**config.mk**
```make
export PLATFORM = sky130hd
export DESIGN_NAME = soc_mmio
export DESIGN_NICKNAME = d
export VERILOG_FILES = /design/src/rtl/soc_mmio.sv
export SDC_FILE = /design/constraint.sdc
export NUM_CORES = 1
export LEC_CHECK = 0
export CORE_UTILIZATION = 51
export CTS_CLUSTER_DIAMETER = 80
export DETAILED_ROUTE_END_ITERATION = 6
export PLACE_DENSITY = 0.91
export SYNTH_ARGS = -nofsm -noshare
export SYNTH_HDL_FRONTEND = slang
export SYNTH_SLANG_ARGS = --single-unit
export TNS_END_PERCENT = 30
```
**constraint.sdc**
```tcl
create_clock -name clk -period 2.2 [get_ports clk]
set_input_delay 0.66 -clock clk [delete_from_list [all_inputs] [get_ports clk]]
set_output_delay 0.66 -clock clk [all_outputs]
set_load 0.005 [all_outputs]
```
**src/rtl/soc_mmio.sv**
```systemverilog
`default_nettype none
// ============================================================================
// Module      : soc_mmio
// Description : Memory-mapped I/O bridge between the processor bus and RAM.
//               Address bit IO_BIT splits the bus into a RAM region (bit = 0)
//               and an I/O page (bit = 1). The I/O page hosts byte-writable
//               GPIO outputs with set/clear aliases, two-flop synchronised
//               GPIO inputs and a free-running 64-bit cycle counter with a
//               high-word snapshot. Reads have one cycle of latency, matching
//               the RAM, and share a single return path to the processor.
//               Optional compare timer enabled by defining SOC_MMIO_TIMER_EN.
// Ports       : clk, resetn (async, active low)
//               cpu_addr/cpu_rstrb/cpu_wdata/cpu_wmask -> processor request
//               cpu_rdata                              <- processor read data
//               ram_rstrb/ram_wmask -> gated strobes to RAM, ram_rdata <- RAM
//               gpio_out -> GPIO outputs, gpio_in <- async GPIO inputs
//               irq -> timer interrupt (0 unless SOC_MMIO_TIMER_EN)
// Revision    : 1.0 - initial release
// ============================================================================
module soc_mmio #(
    parameter int XLEN   = 32,
    parameter int NGPIO  = 8,
    parameter int IO_BIT = 22
) (
    input  logic             clk,
    input  logic             resetn,
    input  logic [XLEN-1:0]  cpu_addr,
    input  logic             cpu_rstrb,
    input  logic [XLEN-1:0]  cpu_wdata,
    input  logic [3:0]       cpu_wmask,
    output logic [XLEN-1:0]  cpu_rdata,
    output logic             ram_rstrb,
    output logic [3:0]       ram_wmask,
    input  logic [XLEN-1:0]  ram_rdata,
    output logic [NGPIO-1:0] gpio_out,
    input  logic [NGPIO-1:0] gpio_in,
    output logic             irq
);

    localparam logic [2:0] C_OFF_GPIO_OUT = 3'd0;
    localparam logic [2:0] C_OFF_GPIO_SET = 3'd1;
    localparam logic [2:0] C_OFF_GPIO_CLR = 3'd2;
    localparam logic [2:0] C_OFF_GPIO_IN  = 3'd3;
    localparam logic [2:0] C_OFF_CYC_LO   = 3'd4;
    localparam logic [2:0] C_OFF_CYC_HI   = 3'd5;
    localparam logic [2:0] C_OFF_TMR_CMP  = 3'd6;
    localparam logic [2:0] C_OFF_TMR_STAT = 3'd7;

    logic              w_io_sel;
    logic [2:0]        w_off;
    logic              w_io_wr;
    logic [XLEN-1:0]   w_bmask;
    logic [XLEN-1:0]   w_gpio_ext;
    logic [XLEN-1:0]   w_gpin_ext;
    logic [XLEN-1:0]   w_rd_val;
    logic [NGPIO-1:0]  w_gpio_nxt;

    logic [NGPIO-1:0]  r_gpio_out;
    logic [NGPIO-1:0]  r_sync1;
    logic [NGPIO-1:0]  r_sync2;
    logic [63:0]       r_cycle;
    logic [31:0]       r_hi_snap;
    logic              r_rd_io;
    logic [XLEN-1:0]   r_io_q;

    // Address and data bits not used by the decode on every build.
    logic              w_unused;
    assign w_unused = ^{cpu_addr, cpu_wdata};

    assign w_io_sel = cpu_addr[IO_BIT];
    assign w_off    = cpu_addr[4:2];
    assign w_io_wr  = w_io_sel && (cpu_wmask != 4'd0);

    // RAM only sees requests aimed at the RAM region.
    assign ram_rstrb = cpu_rstrb & ~w_io_sel;
    assign ram_wmask = w_io_sel ? 4'd0 : cpu_wmask;

    // Expand the 4-bit byte mask into a per-bit mask.
    for (genvar i = 0; i < 4; i++) begin : g_lane
        assign w_bmask[8*i +: 8] = {8{cpu_wmask[i]}};
    end

    always_comb begin
        w_gpio_ext             = '0;
        w_gpio_ext[NGPIO-1:0]  = r_gpio_out;
        w_gpin_ext             = '0;
        w_gpin_ext[NGPIO-1:0]  = r_sync2;
    end

    always_comb begin
        w_gpio_nxt = r_gpio_out;
        if (w_io_wr) begin
            case (w_off)
                C_OFF_GPIO_OUT: w_gpio_nxt = (r_gpio_out & ~w_bmask[NGPIO-1:0])
                                           | (cpu_wdata[NGPIO-1:0] & w_bmask[NGPIO-1:0]);
                C_OFF_GPIO_SET: w_gpio_nxt = r_gpio_out | cpu_wdata[NGPIO-1:0];
                C_OFF_GPIO_CLR: w_gpio_nxt = r_gpio_out & ~cpu_wdata[NGPIO-1:0];
                default:        w_gpio_nxt = r_gpio_out;
            endcase
        end
    end

`ifdef SOC_MMIO_TIMER_EN
    logic [31:0] r_cmp;
    logic        r_en;
    logic        r_flag;
    logic        r_irq;
    logic [31:0] w_cmp_nxt;
    logic        w_stat_wr;
    logic        w_en_nxt;
    logic        w_flag_nxt;

    assign w_cmp_nxt = (w_io_wr && w_off == C_OFF_TMR_CMP)
                     ? ((r_cmp & ~w_bmask) | (cpu_wdata & w_bmask)) : r_cmp;
    assign w_stat_wr = w_io_wr && (w_off == C_OFF_TMR_STAT) && cpu_wmask[0];
    assign w_en_nxt  = w_stat_wr ? cpu_wdata[1] : r_en;

    // A match in the same cycle as a write-1-to-clear keeps the flag set.
    always_comb begin
        w_flag_nxt = r_flag;
        if (w_stat_wr && cpu_wdata[0]) begin
            w_flag_nxt = 1'b0;
        end
        if (r_en && (r_cycle[31:0] == r_cmp)) begin
            w_flag_nxt = 1'b1;
        end
    end

    always_ff @(posedge clk or negedge resetn) begin
        if (!resetn) begin
            r_cmp  <= '0;
            r_en   <= 1'b0;
            r_flag <= 1'b0;
            r_irq  <= 1'b0;
        end else begin
            r_cmp  <= w_cmp_nxt;
            r_en   <= w_en_nxt;
            r_flag <= w_flag_nxt;
            r_irq  <= w_flag_nxt & w_en_nxt;
        end
    end

    assign irq = r_irq;
`else
    assign irq = 1'b0;
`endif

    always_comb begin
        w_rd_val = '0;
        case (w_off)
            C_OFF_GPIO_OUT: w_rd_val = w_gpio_ext;
            C_OFF_GPIO_IN:  w_rd_val = w_gpin_ext;
            C_OFF_CYC_LO:   w_rd_val = r_cycle[31:0];
            C_OFF_CYC_HI:   w_rd_val = r_hi_snap;
`ifdef SOC_MMIO_TIMER_EN
            C_OFF_TMR_CMP:  w_rd_val = r_cmp;
            C_OFF_TMR_STAT: w_rd_val = {30'd0, r_en, r_flag};
`endif
            default:        w_rd_val = '0;
        endcase
    end

    always_ff @(posedge clk or negedge resetn) begin
        if (!resetn) begin
            r_gpio_out <= '0;
            r_sync1    <= '0;
            r_sync2    <= '0;
            r_cycle    <= '0;
            r_hi_snap  <= '0;
            r_rd_io    <= 1'b0;
            r_io_q     <= '0;
        end else begin
            r_gpio_out <= w_gpio_nxt;
            r_sync1    <= gpio_in;
            r_sync2    <= r_sync1;
            r_cycle    <= r_cycle + 64'd1;
            if (cpu_rstrb) begin
                r_rd_io <= w_io_sel;
                if (w_io_sel) begin
                    r_io_q <= w_rd_val;
                end
            end
            // Reading the low word freezes the high word so a LO/HI pair is coherent.
            if (cpu_rstrb && w_io_sel && (w_off == C_OFF_CYC_LO)) begin
                r_hi_snap <= r_cycle[63:32];
            end
        end
    end

    assign cpu_rdata = r_rd_io ? r_io_q : ram_rdata;
    assign gpio_out  = r_gpio_out;

endmodule
`default_nettype wire

```
==> run summary <==
Core area -> 13350 sq um
Post-synth EDFFs -> 0
Placed cells -> 920
Critical path endpoint category -> output pin
Nets@finish -> 885
Hold Path Class -> in -> async
Post-Layout Cell Count -> 960
Clock Path Buffers -> 2
Rel. slew slack -> 0.5626
Detail Route Antenna Nets -> 0
Period utilisation layout -> 1.077
Failing checks -> negative setup slack
Crit path max fanout -> 6
CTS tree -> yes
Source of the critical timing path -> r_rd_io$_DFFE_PN0P_
Final Skew -> 0.01219 ns
Final wirelength -> 20340 microns
Async SR Flop Fraction -> 1.000
Total nets after synthesis -> 741
Netlist cell types -> 37
Sw power -> 1462 uW
Max Fclk -> 422.0 MHz
Initial core utilization -> 0.5261
Clk_lat worst skew -> 0.43 ns
Syn Area/Cell -> 11.16 sq um
Met2 usage -> 0.4851
Seq cells post-synth -> 153
Per-cell routed wire length -> 21.18 microns
GRT Total Usage -> 0.2915
Num CTS Buffers -> 17
Sequential-to-total area share from yosys stat -> 0.5453
Mapped cell area -> 7022 sq um
Logic gate share of total power -> 0.103
DRC -> 0
Max_cap viols -> 0
Initial antenna violation count -> 0
Cells after Synth -> 629
CP Data Arrival Time -> 1.71 ns
Row count -> 42
Primary FF master, synth -> dfrtp_1
H-tree levels -> 4
Yosys Warn Count -> 0
Worst slew pin tran -> 0.6518 ns
Clk pwr share -> 0.436
GR Util met1 -> 0.3576
Pre-Repair DR Iteration Count -> 5
# setup viols final -> 34
R2R Path Start -> r_cycle[32]$_DFF_PN0_
Final WS setup -> -0.1699 ns
Die footprint -> 14240 sq um
Crit path top cell by count -> buf_6
Fin Setup TNS -> -1.652 ns
First DRT Iteration DRCs -> 633
Crit path max-delay cell type -> dfrtp_2
Post-DP HPWL -> 12350 microns
Leakage power -> 0.004258 uW
Global-route wire length before repair -> 31750 microns
Crit Reg-Reg Endpoint -> r_cycle[37]$_DFF_PN0_
WP data required -> 1.54 ns
Number of port buffers -> 103
P&R area growth vs syn -> 30.74%
Slowest stage delay, CP -> 0.46 ns
Outcome -> finished, violations left
CTS root buf -> clkbuf_16
Sw Share -> 0.2316
Number of fill cells -> 891
Worst vdd ir -> 0.5903 mV
DR vias -> 5834
Part of the power in registers -> 0.461
Placer Congestion -> 0.9288
Die Span X -> 119.3 microns
Largest net degree at the start of global routing -> 49
PwrDens -> 687.4 nW/um^2
Worst reg-to-reg path cell count -> 5
Ports -> 157
Crit-path cells -> buf_6, buf_12, buf_6, mux2_4, buf_6
Vias in the first global route -> 6182
Dpl cell area -> 8563 sq um
Period minus WS final -> 2.370 ns
Number of diodes -> 0
R2r setup slk -> -0.01 ns
Hold Buf Count CTS -> 0
Setup repair after global routing missed its margin -> true
Die H -> 119.3 microns
Pre-CTS WS -> -0.4021 ns
Clock transition at path regs -> 0.06 ns
Pint -> 4849 uW
GRT busiest layer -> met2
Max-slew violations -> 0
Finished Core Util -> 0.6878
Vias/cell -> 6.077
Crit path launch type -> register
Worst Setup Path Type -> reg -> out
Layout cells sized above 1 -> 0.2717
Clk sinks -> 153
Remaining Overflow, GRT -> 0
GR Util met3 -> 0.06705
Design area -> 9180 sq um
Final Hold Viols -> 0
layer usage:
metal	wire length, microns	vias to the layer above
li1	-	2503
met1	7901	2927
met2	10360	330
met3	1262	74
met4	808	0
met5	0	-
placed cells by master (no fill, tap or decap), drive strengths merged, types with 2 or more instances in the layout:
cell | synthesis | final
and2 | 3 | 3
xnor2 | 32 | 32
nor4 | 7 | 7
xor2 | 31 | 31
clkdlybuf4s50 | 0 | 64
clkbuf | 20 | 50
and4 | 3 | 3
clkinv | 0 | 4
dfrtp | 153 | 153
nor2 | 38 | 38
nand3 | 25 | 25
buf | 8 | 59
nand4 | 24 | 24
clkinvlp | 0 | 3
nand2 | 57 | 57
a21oi | 9 | 9
dlygate4sd2 | 0 | 2
nor3b | 3 | 3
or2 | 5 | 5
and3 | 12 | 12
mux2 | 72 | 72
inv | 16 | 16
a22oi | 32 | 32
nor2b | 5 | 5
o21ai | 50 | 50
nor3 | 17 | 17
cells in the mapped netlist, types with 5 or more instances:
library cell / count / share of area
inv_1: 16 / 0.0086
nor2b_1: 5 / 0.0045
nor3_1: 14 / 0.010
nand2_1: 57 / 0.030
o21ai_0: 50 / 0.036
dfrtp_1: 153 / 0.55
and3_1: 12 / 0.011
buf_2: 5 / 0.0036
clkbuf_1: 19 / 0.010
xor2_1: 31 / 0.039
xnor2_1: 32 / 0.040
a22oi_1: 32 / 0.034
nor2_1: 38 / 0.020
nand3_1: 25 / 0.018
nor4_1: 5 / 0.0045
a21oi_1: 9 / 0.0064
mux2_2: 72 / 0.12
nand4_1: 21 / 0.019
how the worst max path moves through the flow:
stage / end / depth (start not counted)
after detailed placement: ram_wmask[0] / 3
after global routing: cpu_rdata[15] / 5
final: cpu_rdata[15] / 5
after CTS: cpu_rdata[0] / 5
after global placement: ram_rstrb / 3
after floorplan: r_hi_snap[10]$_DFFE_PN0P_ / 4
stage by stage:
| stage | power (uW) | hold slack (ns) |
|---|---|---|
| after floorplan | 3130 | 0.3312 |
| after global placement | 3528 | 0.3316 |
| after detailed placement | 3558 | 0.3357 |
| after CTS | 6320 | 0.1589 |
| after global routing | 6489 | 0.1711 |
| final | 6310 | 0.1537 |
cell families (layout without fill, tap and decap cells):
group	Yosys count	in the layout	share of synthesized area
compound gates	95	95	0.08125
xor+xnor	63	63	0.07858
fa+ha+maj	1	1	0.001782
buf+inv	44	199	0.02726
flops	153	153	0.5453
mux	72	72	0.1155
other cells	1	1	0.0005341
simple gates	200	200	0.1499
registers in the layout, indices dropped and copies added (netlist names), named ones only:
name and flops:
r_cycle 64, r_sync1 8, r_hi_snap 32, r_sync2 8
r_io_q 32, r_rd_io 1
power groups by stage:
stage	clock network [uW]	logic (uW)	registers (uW)
after floorplan	0	191	2940
after global placement	0	583	2940
after detailed placement	0	609	2950
after CTS	2750	671	2900
after global routing	2880	698	2910
final	2750	652	2910
critical path, delay by kind of cell (launching register included):
| family | cells | cell delay [ns] |
|---|---|---|
| DFF | 1 | 0.46 |
| muxes | 1 | 0.29 |
| buffers and inverters | 4 | 0.53 |
area by class of cell:
class                           instances  area, sq um  share of cell area
Multi-Input combinational cell        432         3095              0.3372
Clock inverter                          8        72.57            0.007905
Clock buffer                           22        474.2             0.05166
Sequential cell                       153         3835              0.4177
Timing Repair Buffer                  153         1423              0.1550
Inverter                               16        60.06            0.006542
Tap cell                              176        220.2             0.02399
what timing repair did:
item | 4_1_cts | 5_1_grt
gates cloned | 3 | 1
endpoints found under the setup margin | 46 | 41
setup buffers | 9 | 1
resized for setup | 98 | 58
Power figures use the tool's default switching activity.
